--- src/rtl/speaker_pkg.sv ---
`default_nettype none
// ============================================================================
// Module      : speaker_pkg
// Description : Shared constants for the speaker path: note codes, the
//               pitch-code to tone-divider lookup and sequencer state codes.
// Revision    : 1.0 - initial release
// ============================================================================
package speaker_pkg;

    // Width of the raw divider values held in the lookup
    localparam int LUT_W = 22;

    // Note codes stored in the melody tables
    localparam logic [3:0] NOTE_REST = 4'd0;
    localparam logic [3:0] NOTE_C4   = 4'd1;
    localparam logic [3:0] NOTE_D4   = 4'd2;
    localparam logic [3:0] NOTE_E4   = 4'd3;
    localparam logic [3:0] NOTE_F4   = 4'd4;
    localparam logic [3:0] NOTE_G4   = 4'd5;
    localparam logic [3:0] NOTE_A4   = 4'd6;
    localparam logic [3:0] NOTE_B4   = 4'd7;
    localparam logic [3:0] NOTE_C5   = 4'd8;
    localparam logic [3:0] NOTE_D5   = 4'd9;
    localparam logic [3:0] NOTE_E5   = 4'd10;
    localparam logic [3:0] NOTE_F5   = 4'd11;
    localparam logic [3:0] NOTE_G5   = 4'd12;
    localparam logic [3:0] NOTE_A5   = 4'd13;
    localparam logic [3:0] NOTE_B5   = 4'd14;
    localparam logic [3:0] NOTE_END  = 4'd15;

    // Sequencer states
    localparam logic [1:0] ST_IDLE = 2'd0;
    localparam logic [1:0] ST_NOTE = 2'd1;
    localparam logic [1:0] ST_GAP  = 2'd2;

    // Pitch code to PWM divider; rest and END both map to silence (0)
    function automatic logic [LUT_W-1:0] note_divider(input logic [3:0] code);
        logic [LUT_W-1:0] div;
        case (code)
            NOTE_C4: div = 22'd95420;
            NOTE_D4: div = 22'd85034;
            NOTE_E4: div = 22'd75758;
            NOTE_F4: div = 22'd71633;
            NOTE_G4: div = 22'd63775;
            NOTE_A4: div = 22'd56818;
            NOTE_B4: div = 22'd50607;
            NOTE_C5: div = 22'd47710;
            NOTE_D5: div = 22'd42517;
            NOTE_E5: div = 22'd37879;
            NOTE_F5: div = 22'd35816;
            NOTE_G5: div = 22'd31888;
            NOTE_A5: div = 22'd28409;
            NOTE_B5: div = 22'd25303;
            default: div = '0;
        endcase
        return div;
    endfunction

endpackage : speaker_pkg
`default_nettype wire

--- src/rtl/melody_sequencer_if.sv ---
`default_nettype none
// ============================================================================
// Module      : melody_sequencer_if
// Description : Control and tone-output bundle of the melody sequencer.
//               master = controller side, slave = sequencer side.
// Revision    : 1.0 - initial release
// ============================================================================
interface melody_sequencer_if #(
    parameter int NUM_MELODIES = 2,
    parameter int MAX_STEPS    = 16,
    parameter int DIV_W        = 22
) ();
    localparam int MSW = (NUM_MELODIES > 1) ? $clog2(NUM_MELODIES) : 1;
    localparam int SW  = (MAX_STEPS > 1) ? $clog2(MAX_STEPS) : 1;

    logic             start;
    logic             stop;
    logic [MSW-1:0]   melody_sel;
    logic             loop_en;
    logic [DIV_W-1:0] note_div_left;
    logic [DIV_W-1:0] note_div_right;
    logic [SW-1:0]    step_idx;
    logic             busy;
    logic             done;

    modport master (
        output start, stop, melody_sel, loop_en,
        input  note_div_left, note_div_right, step_idx, busy, done
    );

    modport slave (
        input  start, stop, melody_sel, loop_en,
        output note_div_left, note_div_right, step_idx, busy, done
    );
endinterface : melody_sequencer_if
`default_nettype wire

--- src/rtl/melody_rom.sv ---
`default_nettype none
// ============================================================================
// Module      : melody_rom
// Description : Combinational note table: (melody, step) -> 4-bit note code.
//               Entries beyond a melody's end, and unknown melodies, read END.
// Revision    : 1.0 - initial release
// ============================================================================
module melody_rom
    import speaker_pkg::*;
#(
    parameter int NUM_MELODIES = 2,
    parameter int MAX_STEPS    = 16,
    parameter int MEL_W        = 1,
    parameter int STEP_W       = 4
) (
    input  logic [MEL_W-1:0]  melody,
    input  logic [STEP_W-1:0] step,
    output logic [3:0]        code
);

    // Melody 0: short rising "win" fanfare
    function automatic logic [3:0] win_code(input int idx);
        logic [3:0] c;
        case (idx)
            0:       c = NOTE_C4;
            1:       c = NOTE_E4;
            2:       c = NOTE_G4;
            3:       c = NOTE_C5;
            4:       c = NOTE_REST;
            5:       c = NOTE_G4;
            6:       c = NOTE_C5;
            default: c = NOTE_END;
        endcase
        return c;
    endfunction

    // Melody 1: falling "lose" phrase played twice
    function automatic logic [3:0] lose_code(input int idx);
        logic [3:0] c;
        case (idx)
            0, 5:    c = NOTE_G4;
            1, 6:    c = NOTE_F4;
            2, 7:    c = NOTE_E4;
            3, 8:    c = NOTE_C4;
            4, 9:    c = NOTE_REST;
            default: c = NOTE_END;
        endcase
        return c;
    endfunction

    // Table lookup; out-of-range selections read as END
    always_comb begin
        code = NOTE_END;
        if (int'(melody) < NUM_MELODIES && int'(step) < MAX_STEPS) begin
            case (int'(melody))
                0:       code = win_code(int'(step));
                1:       code = lose_code(int'(step));
                default: code = NOTE_END;
            endcase
        end
    end

endmodule : melody_rom
`default_nettype wire

--- src/rtl/melody_sequencer.sv ---
`default_nettype none
// ============================================================================
// Module      : melody_sequencer
// Description : Steps through a stored note table at a fixed tempo, inserting
//               a silent articulation gap at the end of each step, and drives
//               registered left/right tone dividers to the speaker PWM.
// Revision    : 1.0 - initial release
// ============================================================================
module melody_sequencer
    import speaker_pkg::*;
#(
    parameter int NUM_MELODIES   = 2,
    parameter int MAX_STEPS      = 16,
    parameter int TICKS_PER_STEP = 12_500_000,
    parameter int GAP_TICKS      = 1_250_000,
    parameter int DIV_W          = 22,
    parameter int STEREO_MODE    = 0
) (
    input  logic               clk,
    input  logic               rst_n,
    melody_sequencer_if.slave  bus
);

    localparam int SW  = (MAX_STEPS > 1) ? $clog2(MAX_STEPS) : 1;
    localparam int MSW = (NUM_MELODIES > 1) ? $clog2(NUM_MELODIES) : 1;
    localparam int TW  = $clog2(TICKS_PER_STEP);

    // Last tick of the audible part of a step and last tick of the whole step
    localparam logic [TW-1:0] NOTE_LAST_TICK = TW'(TICKS_PER_STEP - GAP_TICKS - 1);
    localparam logic [TW-1:0] STEP_LAST_TICK = TW'(TICKS_PER_STEP - 1);
    localparam logic [SW-1:0] LAST_STEP      = SW'(MAX_STEPS - 1);

    logic [1:0]       state_q, state_d;
    logic [TW-1:0]    tick_q,  tick_d;
    logic [SW-1:0]    step_q,  step_d;
    logic [MSW-1:0]   mel_q,   mel_d;
    logic [DIV_W-1:0] div_l_q, div_l_d;
    logic [DIV_W-1:0] div_r_q, div_r_d;
    logic             busy_q,  busy_d;
    logic             done_q,  done_d;

    logic             w_end_of_step;
    logic             w_last_step;
    logic [SW-1:0]    w_step_inc;
    logic [3:0]       w_code_start;
    logic [3:0]       w_code_next;
    logic [3:0]       w_code_first;

    assign w_step_inc = step_q + SW'(1);

    // Step 0 of the melody being requested by a start pulse
    melody_rom #(
        .NUM_MELODIES (NUM_MELODIES),
        .MAX_STEPS    (MAX_STEPS),
        .MEL_W        (MSW),
        .STEP_W       (SW)
    ) u_rom_start (
        .melody (bus.melody_sel),
        .step   ('0),
        .code   (w_code_start)
    );

    // Following step of the melody now playing
    melody_rom #(
        .NUM_MELODIES (NUM_MELODIES),
        .MAX_STEPS    (MAX_STEPS),
        .MEL_W        (MSW),
        .STEP_W       (SW)
    ) u_rom_next (
        .melody (mel_q),
        .step   (w_step_inc),
        .code   (w_code_next)
    );

    // Step 0 of the melody now playing, used when looping back
    melody_rom #(
        .NUM_MELODIES (NUM_MELODIES),
        .MAX_STEPS    (MAX_STEPS),
        .MEL_W        (MSW),
        .STEP_W       (SW)
    ) u_rom_first (
        .melody (mel_q),
        .step   ('0),
        .code   (w_code_first)
    );

    // The final table slot ends the melody even when it does not hold END
    assign w_last_step = (step_q == LAST_STEP) || (w_code_next == NOTE_END);

    function automatic logic [DIV_W-1:0] to_div(input logic [3:0] code);
        return DIV_W'(note_divider(code));
    endfunction

    // Next-state, tick/step counters and next output values
    always_comb begin
        state_d       = state_q;
        tick_d        = tick_q;
        step_d        = step_q;
        mel_d         = mel_q;
        div_l_d       = div_l_q;
        done_d        = 1'b0;
        w_end_of_step = 1'b0;

        if (bus.stop) begin
            // Stop has priority over a coincident start
            state_d = ST_IDLE;
            tick_d  = '0;
            step_d  = '0;
            div_l_d = '0;
        end else if (bus.start) begin
            mel_d  = bus.melody_sel;
            step_d = '0;
            tick_d = '0;
            if (w_code_start == NOTE_END) begin
                // Empty melody finishes immediately
                state_d = ST_IDLE;
                div_l_d = '0;
                done_d  = 1'b1;
            end else begin
                state_d = ST_NOTE;
                div_l_d = to_div(w_code_start);
            end
        end else begin
            case (state_q)
                ST_IDLE: begin
                end
                ST_NOTE: begin
                    if (tick_q == NOTE_LAST_TICK) begin
                        if (GAP_TICKS == 0) begin
                            w_end_of_step = 1'b1;
                        end else begin
                            state_d = ST_GAP;
                            tick_d  = tick_q + TW'(1);
                            div_l_d = '0;
                        end
                    end else begin
                        tick_d = tick_q + TW'(1);
                    end
                end
                ST_GAP: begin
                    if (tick_q == STEP_LAST_TICK) begin
                        w_end_of_step = 1'b1;
                    end else begin
                        tick_d = tick_q + TW'(1);
                    end
                end
                default: begin
                    state_d = ST_IDLE;
                    tick_d  = '0;
                    step_d  = '0;
                    div_l_d = '0;
                end
            endcase

            if (w_end_of_step) begin
                tick_d = '0;
                if (w_last_step) begin
                    if (bus.loop_en) begin
                        state_d = ST_NOTE;
                        step_d  = '0;
                        div_l_d = to_div(w_code_first);
                    end else begin
                        state_d = ST_IDLE;
                        step_d  = '0;
                        div_l_d = '0;
                        done_d  = 1'b1;
                    end
                end else begin
                    state_d = ST_NOTE;
                    step_d  = w_step_inc;
                    div_l_d = to_div(w_code_next);
                end
            end
        end

        // Octave-down right channel; silence stays 0 after the shift
        if (STEREO_MODE != 0) begin
            div_r_d = div_l_d << 1;
        end else begin
            div_r_d = div_l_d;
        end

        busy_d = (state_d != ST_IDLE);
    end

    // State, counters and registered outputs
    always_ff @(posedge clk or negedge rst_n) begin
        if (!rst_n) begin
            state_q <= ST_IDLE;
            tick_q  <= '0;
            step_q  <= '0;
            mel_q   <= '0;
            div_l_q <= '0;
            div_r_q <= '0;
            busy_q  <= 1'b0;
            done_q  <= 1'b0;
        end else begin
            state_q <= state_d;
            tick_q  <= tick_d;
            step_q  <= step_d;
            mel_q   <= mel_d;
            div_l_q <= div_l_d;
            div_r_q <= div_r_d;
            busy_q  <= busy_d;
            done_q  <= done_d;
        end
    end

    assign bus.note_div_left  = div_l_q;
    assign bus.note_div_right = div_r_q;
    assign bus.step_idx       = step_q;
    assign bus.busy           = busy_q;
    assign bus.done           = done_q;

endmodule : melody_sequencer
`default_nettype wire

--- src/flat_wrapper.sv ---
// flat-port wrapper written by rule: the top's interface ports become plain ports
module melody_sequencer_flat import speaker_pkg::*;
#(
    parameter int NUM_MELODIES   = 2,
    parameter int MAX_STEPS      = 16,
    parameter int TICKS_PER_STEP = 12_500_000,
    parameter int GAP_TICKS      = 1_250_000,
    parameter int DIV_W          = 22,
    parameter int STEREO_MODE    = 0
)
  (clk, rst_n, bus_start, bus_stop, bus_melody_sel, bus_loop_en, bus_note_div_left, bus_note_div_right, bus_step_idx, bus_busy, bus_done);
  melody_sequencer_if #(.NUM_MELODIES(NUM_MELODIES), .MAX_STEPS(MAX_STEPS), .DIV_W(DIV_W)) bus_i ();
  input  logic clk;
  input  logic rst_n;
  input wire logic [$bits(bus_i.start)-1:0] bus_start;
  input wire logic [$bits(bus_i.stop)-1:0] bus_stop;
  input wire logic [$bits(bus_i.melody_sel)-1:0] bus_melody_sel;
  input wire logic [$bits(bus_i.loop_en)-1:0] bus_loop_en;
  output wire logic [$bits(bus_i.note_div_left)-1:0] bus_note_div_left;
  output wire logic [$bits(bus_i.note_div_right)-1:0] bus_note_div_right;
  output wire logic [$bits(bus_i.step_idx)-1:0] bus_step_idx;
  output wire logic [$bits(bus_i.busy)-1:0] bus_busy;
  output wire logic [$bits(bus_i.done)-1:0] bus_done;
  assign bus_i.start = bus_start;
  assign bus_i.stop = bus_stop;
  assign bus_i.melody_sel = bus_melody_sel;
  assign bus_i.loop_en = bus_loop_en;
  assign bus_note_div_left = bus_i.note_div_left;
  assign bus_note_div_right = bus_i.note_div_right;
  assign bus_step_idx = bus_i.step_idx;
  assign bus_busy = bus_i.busy;
  assign bus_done = bus_i.done;
  melody_sequencer #(.NUM_MELODIES(NUM_MELODIES), .MAX_STEPS(MAX_STEPS), .TICKS_PER_STEP(TICKS_PER_STEP), .GAP_TICKS(GAP_TICKS), .DIV_W(DIV_W), .STEREO_MODE(STEREO_MODE)) u_core (.clk(clk), .rst_n(rst_n), .bus(bus_i));
endmodule
--- config.mk ---
export PLATFORM = sky130hd
export DESIGN_NAME = melody_sequencer_flat
export DESIGN_NICKNAME = d
export VERILOG_FILES = /design/src/rtl/speaker_pkg.sv /design/src/rtl/melody_sequencer_if.sv /design/src/rtl/melody_rom.sv /design/src/rtl/melody_sequencer.sv /design/src/flat_wrapper.sv
export SDC_FILE = /design/constraint.sdc
export NUM_CORES = 1
export LEC_CHECK = 0
export CAP_MARGIN = 0
export CORE_ASPECT_RATIO = 0.6
export CORE_MARGIN = 2
export CORE_UTILIZATION = 45
export CTS_CLUSTER_SIZE = 14
export DETAILED_ROUTE_END_ITERATION = 12
export PLACE_DENSITY = 0.72
export SLEW_MARGIN = 20
export SYNTH_ARGS = -nofsm -noshare
export SYNTH_HDL_FRONTEND = slang
export SYNTH_SLANG_ARGS = --single-unit
--- constraint.sdc ---
create_clock -name clk -period 5.55 [get_ports clk]
set_input_delay 1.11 -clock clk [delete_from_list [all_inputs] [get_ports clk]]
set_output_delay 1.11 -clock clk [all_outputs]
set_load 0.02 [all_outputs]
==> flow_summary.toml, run 1 <==
[cts]
cts_tree = "yes"
cts_setup_buffers = 0
root_buffer = "clkbuf_16"
hold_buffers = 0
htreeDepth = 2
cts_made_buffers = 5
cts_num_sinks = 50
cts_resized = 0
cts_buffer_depth = 2
worstSkewPairLatency_ns = 0.29
path_clk_slew_ns = 0.06

[synthesis]
syn-instance-count = 453
avgSynthCellArea_um2 = 8.39
yosysSeqAreaShare_pct = 32.9
synth_flop_cell = "dfrtp_1"
synth_area_um2 = 3800
ys_warn_count = 0
synth_edf_count = 0
async_flop_share_pct = 100
synth_cell_types = 70
ys_seq_elements = 50

[sta]
slew_headroom_pct = 44.1
report.final.slew_viol_count = 0
timing.final.crit_share_pct = 78.7
setup_tns_ns = 0
finalHoldViolations = 0
rsz0062_at_grt = "false"
setup_violations = 0
max_freq_mhz = 229
setup_ws_ns = 1.18
worstMarginPinSlew_ns = 0.831
clock_skew_ns = 0.00746
period_needed_ns = 4.37

[pwr]
switching_share_pct = 29.6
p_per_area_nw_per_um2 = 220
power_uw = 944
pwr-share-comb_pct = 22.0
clockPowerShare_pct = 37.0
leakage_nw = 1.75
cellInternalPower_uw = 664
sequentialPowerShare_pct = 41.1
ir_drop_mv = 0.164
switchingPower_uw = 280

[drt]
drt_iter0_markers = 408
first_pass_iters = 5
via_count = 3565
vias_per_cell = 6.15
wl_per_cell_um = 18.2
ant_nets = 0
drt-total-wl_um = 10500
drc = 0

[worst_setup_path]
cp-end-kind = "register"
cp-start-kind = "register"
crit_required_ns = 5.74
path_buf_inv = 1
cpLargestDelayFamily = "compound AO/OA/AOI/OAI gates"
crit_slowest_cell = "o32ai_2"
crit_chain = "ha_1, xor2_1, o21ai_0, o32ai_2, inv_1, ha_1, o311ai_0, nand2_1, nor2_1, o31ai_1, o31ai_1"
worstPathArrival_ns = 4.56
crit_type = "register to register"
critPathMaxStageDelay_ns = 0.55
cp_max_fo = 10

[placement]
place_area_um2 = 4120
pre_cts_ws_ns = 1.35
dp_hpwl_um = 8000
io_buffer_count = 45
gp_congestion = 0.996

[global_route]
grt_pass1_vias = 2997
grt_pass1_wl_um = 16600
grt_use_total_pct = 23.9
grt_overflow = 0
grt_max_degree = 51
antenna_found_initial = 0

[die]
dieHeight_um = 75.2
start_util_pct = 47.3
num_io_pins = 56
die_x_um = 123
row_count = 25
core_area_um2 = 8040
dieArea_um2 = 9220

[final_layout]
area_delta_synth_final_pct = 12.8
layout_common_cells = "dfrtp_1 (50), clkdlybuf4s50_1 (44), nand2_1 (41), nor2_1 (41), o21ai_0 (32)"
drive_gt1_share_pct = 5.72
num_antenna_cells = 0
design_area_um2 = 4290
layout_commonest_cell = "dfrtp_1"
nets = 495

[job]
maxCapViolCount = 0

[min_path]
hold_class = "register to register"

[run_status]
status = "completed"
## kinds of logic (layout without fill, tap and decap cells)
logic type | count (synthesis) | after routing | synth area share [%]
other | 1 | 10 | 0.0987
buffers and inverters | 59 | 69 | 9.52
AND/OR/NAND/NOR | 176 | 176 | 24.6
AO/OA/AOI/OAI | 129 | 129 | 22.2
flip-flops | 50 | 50 | 32.9
adder cells (fa/ha/maj) | 18 | 18 | 5.93
multiplexers | 2 | 2 | 0.593
XOR/XNOR | 18 | 18 | 4.15
## per-layer routing
layer / wire length (µm) / share of wire, % / GRT usage, % / vias to the layer above
met5: 0 / 0 / 0 / -
met4: 70 / 0.66 / 3.83 / 0
met3: 1370 / 13 / 6.74 / 7
met2: 3810 / 36 / 29.3 / 220
met1: 5290 / 50 / 39.8 / 1678
li1: - / - / - / 1660
## worst min-delay path: cells and delay by family, from the launching register on
| kind | cells | cell delay (ns) |
|---|---|---|
| AOI/OAI and AO/OA | 1 | 0.06 |
| and+or+nand+nor | 1 | 0.06 |
| DFF | 1 | 0.37 |
## through the flow
stage               hold WS, ns  utilization [%]  std cells
floorplan                 0.458                -        462
global placement          0.490             51.3        572
detailed placement        0.517             51.3        572
CTS                       0.531             53.3        580
global route              0.562             53.3        580
finish                    0.522             53.3        580
## cell type report
cell class | count | area [µm²]
fillers | 729 | 3750
multi-input cells | 353 | 2220
flip-flops and latches | 50 | 1250
repair buffers | 48 | 468
well taps | 108 | 135
clock buffers | 7 | 133
inverters | 13 | 48.8
clock inverters | 1 | 30.0
## Yosys cell counts (3+ instances only)
| cell | count | share of area (%) |
|---|---|---|
| dfrtp_1 | 50 | 33 |
| nand2_1 | 41 | 4.1 |
| nor2_1 | 41 | 4.1 |
| o21ai_0 | 32 | 4.2 |
| a21oi_1 | 30 | 4.0 |
| buf_4 | 28 | 5.5 |
| ha_1 | 18 | 5.9 |
| nand3_1 | 18 | 2.4 |
| inv_1 | 12 | 1.2 |
| xor2_1 | 12 | 2.8 |
| nor3_1 | 11 | 1.4 |
| o31ai_1 | 10 | 2.0 |
| and3_1 | 9 | 1.5 |
| clkbuf_1 | 9 | 0.89 |
| nand4_1 | 8 | 1.3 |
| nor4_1 | 8 | 1.3 |
| nor2b_1 | 6 | 0.99 |
| xnor2_1 | 6 | 1.4 |
| a21o_1 | 5 | 0.99 |
| a31oi_1 | 5 | 0.82 |
| or3_1 | 5 | 0.82 |
| a211oi_1 | 4 | 0.79 |
| buf_2 | 4 | 0.53 |
| buf_6 | 4 | 1.2 |
| nand2b_1 | 4 | 0.66 |
| o21ai_1 | 4 | 0.53 |
| a22o_1 | 3 | 0.69 |
| a22oi_1 | 3 | 0.59 |
| a311oi_1 | 3 | 0.69 |
| and2_1 | 3 | 0.49 |
| o211ai_1 | 3 | 0.59 |
| o21a_1 | 3 | 0.59 |
| o311ai_0 | 3 | 0.69 |
| or2_2 | 3 | 0.49 |
## path summary, 6_finish.rpt
kind                                               end  cells after the start                   startpoint  slack, ns
max in group asynchronous       u_core.bus.step_idx[3]                      2                        rst_n       4.20
max reg2reg                u_core.bus.note_div_left[6]                     11       u_core.bus.step_idx[0]       1.18
max                        u_core.bus.note_div_left[6]                     11       u_core.bus.step_idx[0]       1.18
min in group asynchronous            u_core.tick_q[15]                      2                        rst_n       0.92
min reg2reg                u_core.bus.note_div_left[6]                      2  u_core.bus.note_div_left[6]       0.52
min                        u_core.bus.note_div_left[6]                      2  u_core.bus.note_div_left[6]       0.52
## state kept, by name, indices dropped and copies added (netlist names)
register and count:
u_core.bus.busy 1, u_core.bus.done 1, u_core.bus.note_div_left 17, u_core.bus.step_idx 4
u_core.mel_q 1, u_core.state_q 2, u_core.tick_q 24
## power groups by stage
stage | sequential, mW | clock [mW] | combinational [mW]
after floorplan | 0.400 | 0 | 0.132
after global placement | 0.393 | 0 | 0.203
after detailed placement | 0.394 | 0 | 0.201
after CTS | 0.388 | 0.350 | 0.202
after global routing | 0.389 | 0.364 | 0.223
final | 0.387 | 0.349 | 0.207
Note: power is estimated with default switching activity, not from simulation.
==> inputs of run 2 (changes only) <==
- clock period: 5.55 -> 4.07 ns (I/O delays scaled with it)
==> flow_summary.toml, run 2 (synthesis results as in run 1) <==
[global_route]
grt_max_degree = 34
grt_overflow = 0
antenna_found_initial = 0
grt_pass1_wl_um = 17100
grt_use_total_pct = 24.5
grt_pass1_vias = 3067

[drt]
drt_iter0_markers = 420
vias_per_cell = 6.06
via_count = 3554
drc = 0
drt-total-wl_um = 10700
ant_nets = 0
wl_per_cell_um = 18.3
first_pass_iters = 5

[worst_setup_path]
cp_max_fo = 11
rrSetupSlack_ns = 0.41
worstPathArrival_ns = 3.83
crit_type = "register to register"
rr_endpoint = "u_core.bus.note_div_left[10]"
crit_required_ns = 4.25
cp-end-kind = "register"
r2r_start = "u_core.bus.step_idx[0]"
cp-start-kind = "register"
r2r_cells = 11

[pwr]
pwr-share-comb_pct = 23.0
leakage_nw = 1.78
p_per_area_nw_per_um2 = 287
clockPowerShare_pct = 34.4
switchingPower_uw = 380
ir_drop_mv = 0.164
switching_share_pct = 30.6
sequentialPowerShare_pct = 42.6
cellInternalPower_uw = 861

[sta]
clock_skew_ns = 0.00697
worstMarginPinSlew_ns = 0.918
period_needed_ns = 3.66
setup_ws_ns = 0.414
setup_violations = 0
setup_tns_ns = 0
max_freq_mhz = 274
finalHoldViolations = 0
slew_headroom_pct = 38.2
report.final.slew_viol_count = 0
rsz0062_at_grt = "false"
timing.final.crit_share_pct = 89.8

[cts]
htreeDepth = 2
worstSkewPairLatency_ns = 0.29
cts_buffer_depth = 2
cts_setup_buffers = 0
cts_made_buffers = 5
cts_num_sinks = 50
path_clk_slew_ns = 0.07
root_buffer = "clkbuf_16"
cts_tree = "yes"

[die]
dieArea_um2 = 9220
start_util_pct = 47.3
die_x_um = 123
row_count = 25
dieHeight_um = 75.2
core_area_um2 = 8040
num_io_pins = 56

[min_path]
hold_class = "primary input to async pin"

[final_layout]
num_antenna_cells = 0
layout_commonest_cell = "dfrtp_1"
largest_register_ffs = 24
fillers = 744
area_delta_synth_final_pct = 13.9
drive_gt1_share_pct = 7.53
nets = 501
regMostFlops = "u_core.tick_q"
layout_common_cells = "dfrtp_1 (50), clkdlybuf4s50_1 (44), nand2_1 (41), nor2_1 (41), o21ai_0 (32)"

[run_status]
status = "completed"

[job]
maxCapViolCount = 0

[placement]
io_buffer_count = 45
gp_congestion = 0.973
pre_cts_ws_ns = 0.378
dp_hpwl_um = 8230
run 2: cell types whose count changed in the layout (fill, tap and decap cells not counted):
cell and delta:
buf_4 +6, bufinv_16 -1, clkbuf_1 -2, clkbuf_8 +1, clkinv_2 +1, clkinvlp_4 +1
xor2_1 -1, xor2_2 +1
run 2: worst max path at each step:
stage	slack (ns)	startpoint	endpoint	cells after the start
detailed placement	0.38	u_core.bus.step_idx[1]	u_core.bus.note_div_left[10]	9
global placement	0.52	u_core.bus.step_idx[0]	u_core.bus.note_div_left[10]	9
CTS	0.34	u_core.bus.step_idx[1]	u_core.bus.note_div_left[10]	9
floorplan	0.52	u_core.bus.step_idx[0]	u_core.bus.note_div_left[6]	12
global route	0.1	u_core.bus.step_idx[1]	u_core.bus.note_div_left[13]	11
finish	0.41	u_core.bus.step_idx[0]	u_core.bus.note_div_left[10]	11
run 2: area by class of cell:
| class | count | area [µm²] | area share (%) |
|---|---|---|---|
| multi-input cells | 353 | 2230 | 51.5 |
| flip-flops and latches | 50 | 1250 | 28.9 |
| repair buffers | 54 | 513 | 11.9 |
| clock buffers | 6 | 139 | 3.21 |
| well taps | 108 | 135 | 3.12 |
| inverters | 13 | 48.8 | 1.13 |
| clock inverters | 2 | 12.5 | 0.289 |
run 2: critical path, stage by stage, from the launching register on:
cell	delay [ns]
dfrtp_1	0.52
inv_1	0.17
ha_1	0.43
nand2_1	0.07
a21boi_0	0.18
nor4_1	0.10
nor2_1	0.39
clkinv_1	0.42
ha_1	0.36
or3_1	0.40
a41o_1	0.25
a41o_2	0.25
run 2: metrics by stage:
stage	util, %	std cells	total power, mW	instance area, µm²	hold slack (ns)
floorplan	-	462	0.725	3830	0.458
global placement	51.9	578	0.818	4170	0.490
detailed placement	51.9	578	0.814	4170	0.515
CTS	53.7	586	1.24	4320	0.464
global route	53.8	586	1.30	4330	0.479
finish	53.8	586	1.24	4330	0.446
run 2: what timing repair did:
item,CTS,global route
resized for setup,0,1
hold buffers,0,0
endpoints found under the setup margin,0,4
run 2: routing by layer:
metal	global-route usage (%)	part of all wire (%)	vias to the layer above	wire, µm
met5	0	0	-	0
met4	3.45	0.50	0	53
met3	6.82	11	7	1220
met2	28.6	35	199	3770
met1	42.4	53	1688	5670
li1	-	-	1660	-
run 2: power groups by stage:
stage | logic [mW] | registers (mW) | clock network (mW)
CTS | 0.279 | 0.528 | 0.435
floorplan | 0.180 | 0.545 | 0
global placement | 0.282 | 0.536 | 0
detailed placement | 0.277 | 0.537 | 0
global route | 0.310 | 0.530 | 0.460
finish | 0.285 | 0.528 | 0.427
